[src/rtl/tdm_demux.sv]
// Receive side of the TDM serial link: locks to the frame sync, tracks bit/slot
// position and deserialises each MSB-first slot into its own channel register.
module tdm_demux #(
    parameter int CHANNELS = 4,
    parameter int WIDTH    = 8
) (
    input  logic                         clk,
    input  logic                         rst,
    input  logic                         din,
    input  logic                         en,
    input  logic                         sync,
    output logic [CHANNELS*WIDTH-1:0]    o,
    output logic [CHANNELS-1:0]          o_valid,
    output logic                         frame_done,
    output logic                         sync_err,
    output logic                         locked,
    output logic                         o_dbg_state
);
    localparam int BW = $clog2(WIDTH);
    localparam int SW = $clog2(CHANNELS);

    typedef enum logic {
        HUNT   = 1'b0,
        LOCKED = 1'b1
    } state_t;

    state_t                     r_state;
    state_t                     w_state_next;
    logic [BW-1:0]              r_bit_cnt;
    logic [BW-1:0]              w_bit_cnt_next;
    logic [SW-1:0]              r_slot_cnt;
    logic [SW-1:0]              w_slot_cnt_next;
    // Only WIDTH-1 earlier bits are stored; the final bit of a slot comes straight from din.
    logic [WIDTH-2:0]           r_shift;
    logic [WIDTH-2:0]           w_shift_next;
    logic [WIDTH-1:0]           w_shift_in;
    logic [CHANNELS*WIDTH-1:0]  r_o;
    logic [CHANNELS*WIDTH-1:0]  w_o_next;
    logic [CHANNELS-1:0]        r_valid;
    logic [CHANNELS-1:0]        w_valid_next;
    logic                       r_frame_done;
    logic                       w_frame_done_next;
    logic                       r_sync_err;
    logic                       w_sync_err_next;
    logic                       w_at_boundary;
    logic                       w_last_bit;
    logic                       w_last_slot;

    assign w_shift_in    = {r_shift, din};
    assign w_at_boundary = (r_bit_cnt == '0) && (r_slot_cnt == '0);
    assign w_last_bit    = (r_bit_cnt == BW'(WIDTH - 1));
    assign w_last_slot   = (r_slot_cnt == SW'(CHANNELS - 1));

    always_comb begin
        w_state_next      = r_state;
        w_bit_cnt_next    = r_bit_cnt;
        w_slot_cnt_next   = r_slot_cnt;
        w_shift_next      = r_shift;
        w_o_next          = r_o;
        w_valid_next      = '0;
        w_frame_done_next = 1'b0;
        w_sync_err_next   = 1'b0;
        if (en) begin
            case (r_state)
                HUNT: begin
                    if (sync) begin
                        w_shift_next    = '0;
                        w_shift_next[0] = din;
                        w_bit_cnt_next  = BW'(1);
                        w_slot_cnt_next = '0;
                        w_state_next    = LOCKED;
                    end
                end
                LOCKED: begin
                    if (w_at_boundary && !sync) begin
                        // Missing sync: drop the bit and go back to hunting.
                        w_sync_err_next = 1'b1;
                        w_bit_cnt_next  = '0;
                        w_slot_cnt_next = '0;
                        w_state_next    = HUNT;
                    end else if (!w_at_boundary && sync) begin
                        // Early sync: abandon the partial slot and restart the frame here.
                        w_sync_err_next = 1'b1;
                        w_shift_next    = '0;
                        w_shift_next[0] = din;
                        w_bit_cnt_next  = BW'(1);
                        w_slot_cnt_next = '0;
                    end else begin
                        w_shift_next = w_shift_in[WIDTH-2:0];
                        if (w_last_bit) begin
                            w_bit_cnt_next    = '0;
                            w_slot_cnt_next   = w_last_slot ? '0 : r_slot_cnt + SW'(1);
                            w_frame_done_next = w_last_slot;
                            for (int k = 0; k < CHANNELS; k++) begin
                                if (r_slot_cnt == SW'(k)) begin
                                    w_o_next[k*WIDTH +: WIDTH] = w_shift_in;
                                    w_valid_next[k]            = 1'b1;
                                end
                            end
                        end else begin
                            w_bit_cnt_next = r_bit_cnt + BW'(1);
                        end
                    end
                end
                default: w_state_next = HUNT;
            endcase
        end
    end

    always_ff @(posedge clk) begin
        if (rst) begin
            r_state      <= HUNT;
            r_bit_cnt    <= '0;
            r_slot_cnt   <= '0;
            r_shift      <= '0;
            r_o          <= '0;
            r_valid      <= '0;
            r_frame_done <= 1'b0;
            r_sync_err   <= 1'b0;
        end else begin
            r_state      <= w_state_next;
            r_bit_cnt    <= w_bit_cnt_next;
            r_slot_cnt   <= w_slot_cnt_next;
            r_shift      <= w_shift_next;
            r_o          <= w_o_next;
            r_valid      <= w_valid_next;
            r_frame_done <= w_frame_done_next;
            r_sync_err   <= w_sync_err_next;
        end
    end

    assign o           = r_o;
    assign o_valid     = r_valid;
    assign frame_done  = r_frame_done;
    assign sync_err    = r_sync_err;
    assign locked      = (r_state == LOCKED);
    assign o_dbg_state = r_state;
endmodule

[config.mk]
export PLATFORM = sky130hd
export DESIGN_NAME = tdm_demux
export DESIGN_NICKNAME = d
export VERILOG_FILES = /design/src/rtl/tdm_demux.sv
export SDC_FILE = /design/constraint.sdc
export NUM_CORES = 1
export LEC_CHECK = 0
export BUFFER_PORTS_ARGS = -buffer_cell sky130_fd_sc_hd__buf_2
export CAP_MARGIN = 25
export CORE_MARGIN = 1.5
export CORE_UTILIZATION = 50
export CTS_BUF_LIST = sky130_fd_sc_hd__clkbuf_2 sky130_fd_sc_hd__clkbuf_4 sky130_fd_sc_hd__clkbuf_8
export DETAILED_ROUTE_END_ITERATION = 16
export PLACE_DENSITY = 0.74
export SYNTH_ARGS = -nofsm -noshare
export SYNTH_HDL_FRONTEND = slang
export SYNTH_SLANG_ARGS = --single-unit
[constraint.sdc]
create_clock -name clk -period 2 [get_ports clk]
set_input_delay 0.4 -clock clk [delete_from_list [all_inputs] [get_ports clk]]
set_output_delay 0.4 -clock clk [all_outputs]
set_load 0.05 [all_outputs]
==> flow_summary.toml <==
[status]
status = "completed"

[logic_synthesis]
synth-edff-count = 0
syn_avg_cell_area_um2 = 9.75
synthesis.instances = 213
synth_ff_type = "dfxtp_1"
ys_seq_area_share_pct = 48.2
synth_area_um2 = 2080
ys_types = 39
yosys_warnings = 0
synth-seq-cells = 50
async_flop_share_pct = 0
syn_nets = 228

[placed_design]
dp_hpwl_um = 3030
dp_slack_ns = -0.0828
placed_area_um2 = 2360
gp_congestion = 0.818
placed_cells = 303
port_buffers = 44

[floorplan]
die_x_um = 67.5
ios = 45
die-area_um2 = 4550
initial_core_util_pct = 51.9
fp.dieH_um = 67.5
core-area_um2 = 4000
rows = 23

[power_and_ir_drop]
power_leakage_nw = 1.24
peakVddDrop_uv = 404
p_int_mw = 1.45
clockPowerShare_pct = 40.1
switchingPower_mw = 0.425
seq_power_share_pct = 53.6
switching_share_pct = 22.6
pwr-share-comb_pct = 6.3
powerDensity_nw_per_um2 = 748

[critical_path]
startpoint_type = "flop"
worst-path-max-fanout = 5
end_kind = "flop"
cp.required_ns = 2.19
path_class = "flop to flop"
arrival_ns = 2.06

[clock_network]
h-tree-depth = 2
cts_setup_buffers = 0
cts.sinks = 50
cts_tree = "yes"
cts_buffer_depth = 2
clk_pin_slew_ns = 0.09
root_buffer = "clkbuf_8"
worstSkewPairLatency_ns = 0.31
cts-buffers-inserted = 5

[detailed_routing]
wl_met3_um = 166
routed.top_layer = "met4"
drc = 0
route.met2.wl_um = 2060
avgViaCountPerCell = 5.24
vias = 1629
drt-total-wl_um = 4340
wl_per_cell_um = 13.9
drt_first_pass_iters = 4
drtAntennaViolNets = 0
wl_met1_um = 2030
initialDrtViolationCount = 90

[finish]
final_util_pct = 62.8
nNetsFinal = 275
postLayoutCellArea_um2 = 2510
layout-drive-gt1-share_pct = 32.6
diodes = 0
area_growth_pct = 20.9
fillers = 352
layout.cells.non_filler = 311

[timing]
period_minus_slack_ns = 1.87
tightest_slew_ns = 0.598
layout_setup_ws_ns = 0.131
grt_setup_unrepaired = "false"
maxSlewHeadroom_pct = 60.1
fin_skew_ns = 0.0115
finalSetupViolCount = 0
post-route-period-util_pct = 93.4
max_freq_ghz = 0.535
finalHoldViolations = 0
slew_viol_final = 0
whs_ns = 0.411

[global_route]
grt_remaining_overflow = 0
grt_pass1_wl_um = 6910
grt_max_degree = 38
grt_pass1_vias = 1426
antenna_found_initial = 0
grt_util_all_layers_pct = 20.5

[flow_run]
maxCapViolCount = 0

[hold_path]
hp-class = "primary input to flop"
-- state kept, by name, summed over array words and instances, names as in the netlist --
register and flops:
r_slot_cnt 2, o 32, r_bit_cnt 3, o_valid 4
locked 1, r_shift 7, sync_err 1
-- power groups by stage --
stage	registers, mW	logic [mW]	clock network, mW
global route	1.01	0.131	0.814
global placement	1.03	0.116	0
floorplan	1.03	0.0828	0
CTS	1.01	0.117	0.772
finish	1.01	0.118	0.754
detailed placement	1.03	0.116	0
-- kinds of logic (layout without fill, tap and decap cells) --
logic type      after synthesis  after routing  share of synthesized area [%]
mux                          21             21                           10.1
buf+inv                      20             68                           5.00
simple gates                 81             81                           20.2
compound gates               31             31                           10.5
flops                        50             50                           48.2
fa+ha+maj                    10             10                           6.02
-- final timing paths --
check,depth (start not counted),endpoint,slack [ns],from
worst max-delay path,10,o[15]$_SDFFE_PP0P_,0.13,r_slot_cnt[0]$_SDFFE_PP0P_
worst min-delay path,3,sync_err$_SDFF_PP0_,0.41,en
worst max register to register,10,o[15]$_SDFFE_PP0P_,0.13,r_slot_cnt[0]$_SDFFE_PP0P_
worst min register to register,2,o[14]$_SDFFE_PP0P_,0.46,o[14]$_SDFFE_PP0P_
-- synth_stat cells, types with 2 or more instances --
cell,n,share of area [%]
a21oi_1,4,0.96
a31o_2,8,3.4
a41o_1,2,0.96
buf_1,4,0.72
buf_2,2,0.48
buf_4,5,1.8
dfxtp_1,50,48
ha_1,10,6.0
inv_1,7,1.3
mux2i_1,21,10
nand2_1,29,5.2
nand2_2,2,0.60
nand2b_1,8,2.4
nand3_1,5,1.2
nand4_1,5,1.5
nor2_1,6,1.1
nor2b_1,5,1.5
nor3_1,9,2.2
o21a_1,2,0.72
o21ai_0,9,2.2
or2_2,2,0.60
-- layout make-up --
class / instances / area (um2) / share of cell area (%)
multi-input combinational: 143 / 1010 / 40.4
sequential: 50 / 1000 / 39.9
timing repair buffer: 52 / 280 / 11.2
clock buffer: 6 / 82.6 / 3.29
tap: 50 / 62.6 / 2.49
clock inverter: 2 / 38.8 / 1.54
inverter: 8 / 30.0 / 1.20
-- metal layers --
layer / GRT usage (%) / vias up
li1: - / 829
met1: 27.8 / 750
met2: 32.3 / 43
met3: 3.50 / 7
met4: 8.42 / 0
met5: 0 / -
-- placed cells by master, fill, tap and decap left out, types with 4 or more instances in the layout --
cell      instances
clkbuf_8          6
inv_2             4
nor3_1            9
a31o_2            8
dfxtp_1          49
nor2_1            6
nand3_1           5
o21ai_0           9
a21oi_1           4
nand2_1          29
nor2b_1           5
mux2i_1          21
nand4_1           5
ha_1              8
buf_2            44
buf_4             8
nand2b_1          8
inv_1             4
-- critical path: stages (launching register included) --
cell	delay, ns
dfxtp_2	0.34
inv_2	0.07
ha_4	0.15
nand2_1	0.04
or2_2	0.29
inv_2	0.07
ha_4	0.15
and4_4	0.29
buf_4	0.15
nand2_1	0.08
mux2i_1	0.13
-- per-stage QoR --
step	total power [mW]	TNS, ns
2_1_floorplan	1.12	0
3_3_place_gp	1.15	0
3_5_place_dp	1.15	-0.911
4_1_cts	1.90	-0.482
5_1_grt	1.95	0
6_report	1.88	0
-- timing repair --
action / CTS / global route
resized for setup: 3 / 8
hold buffers: 0 / 0
endpoints found under the setup margin: 31 / 35
pin swaps: 0 / 0
Power figures use the tool's default switching activity.
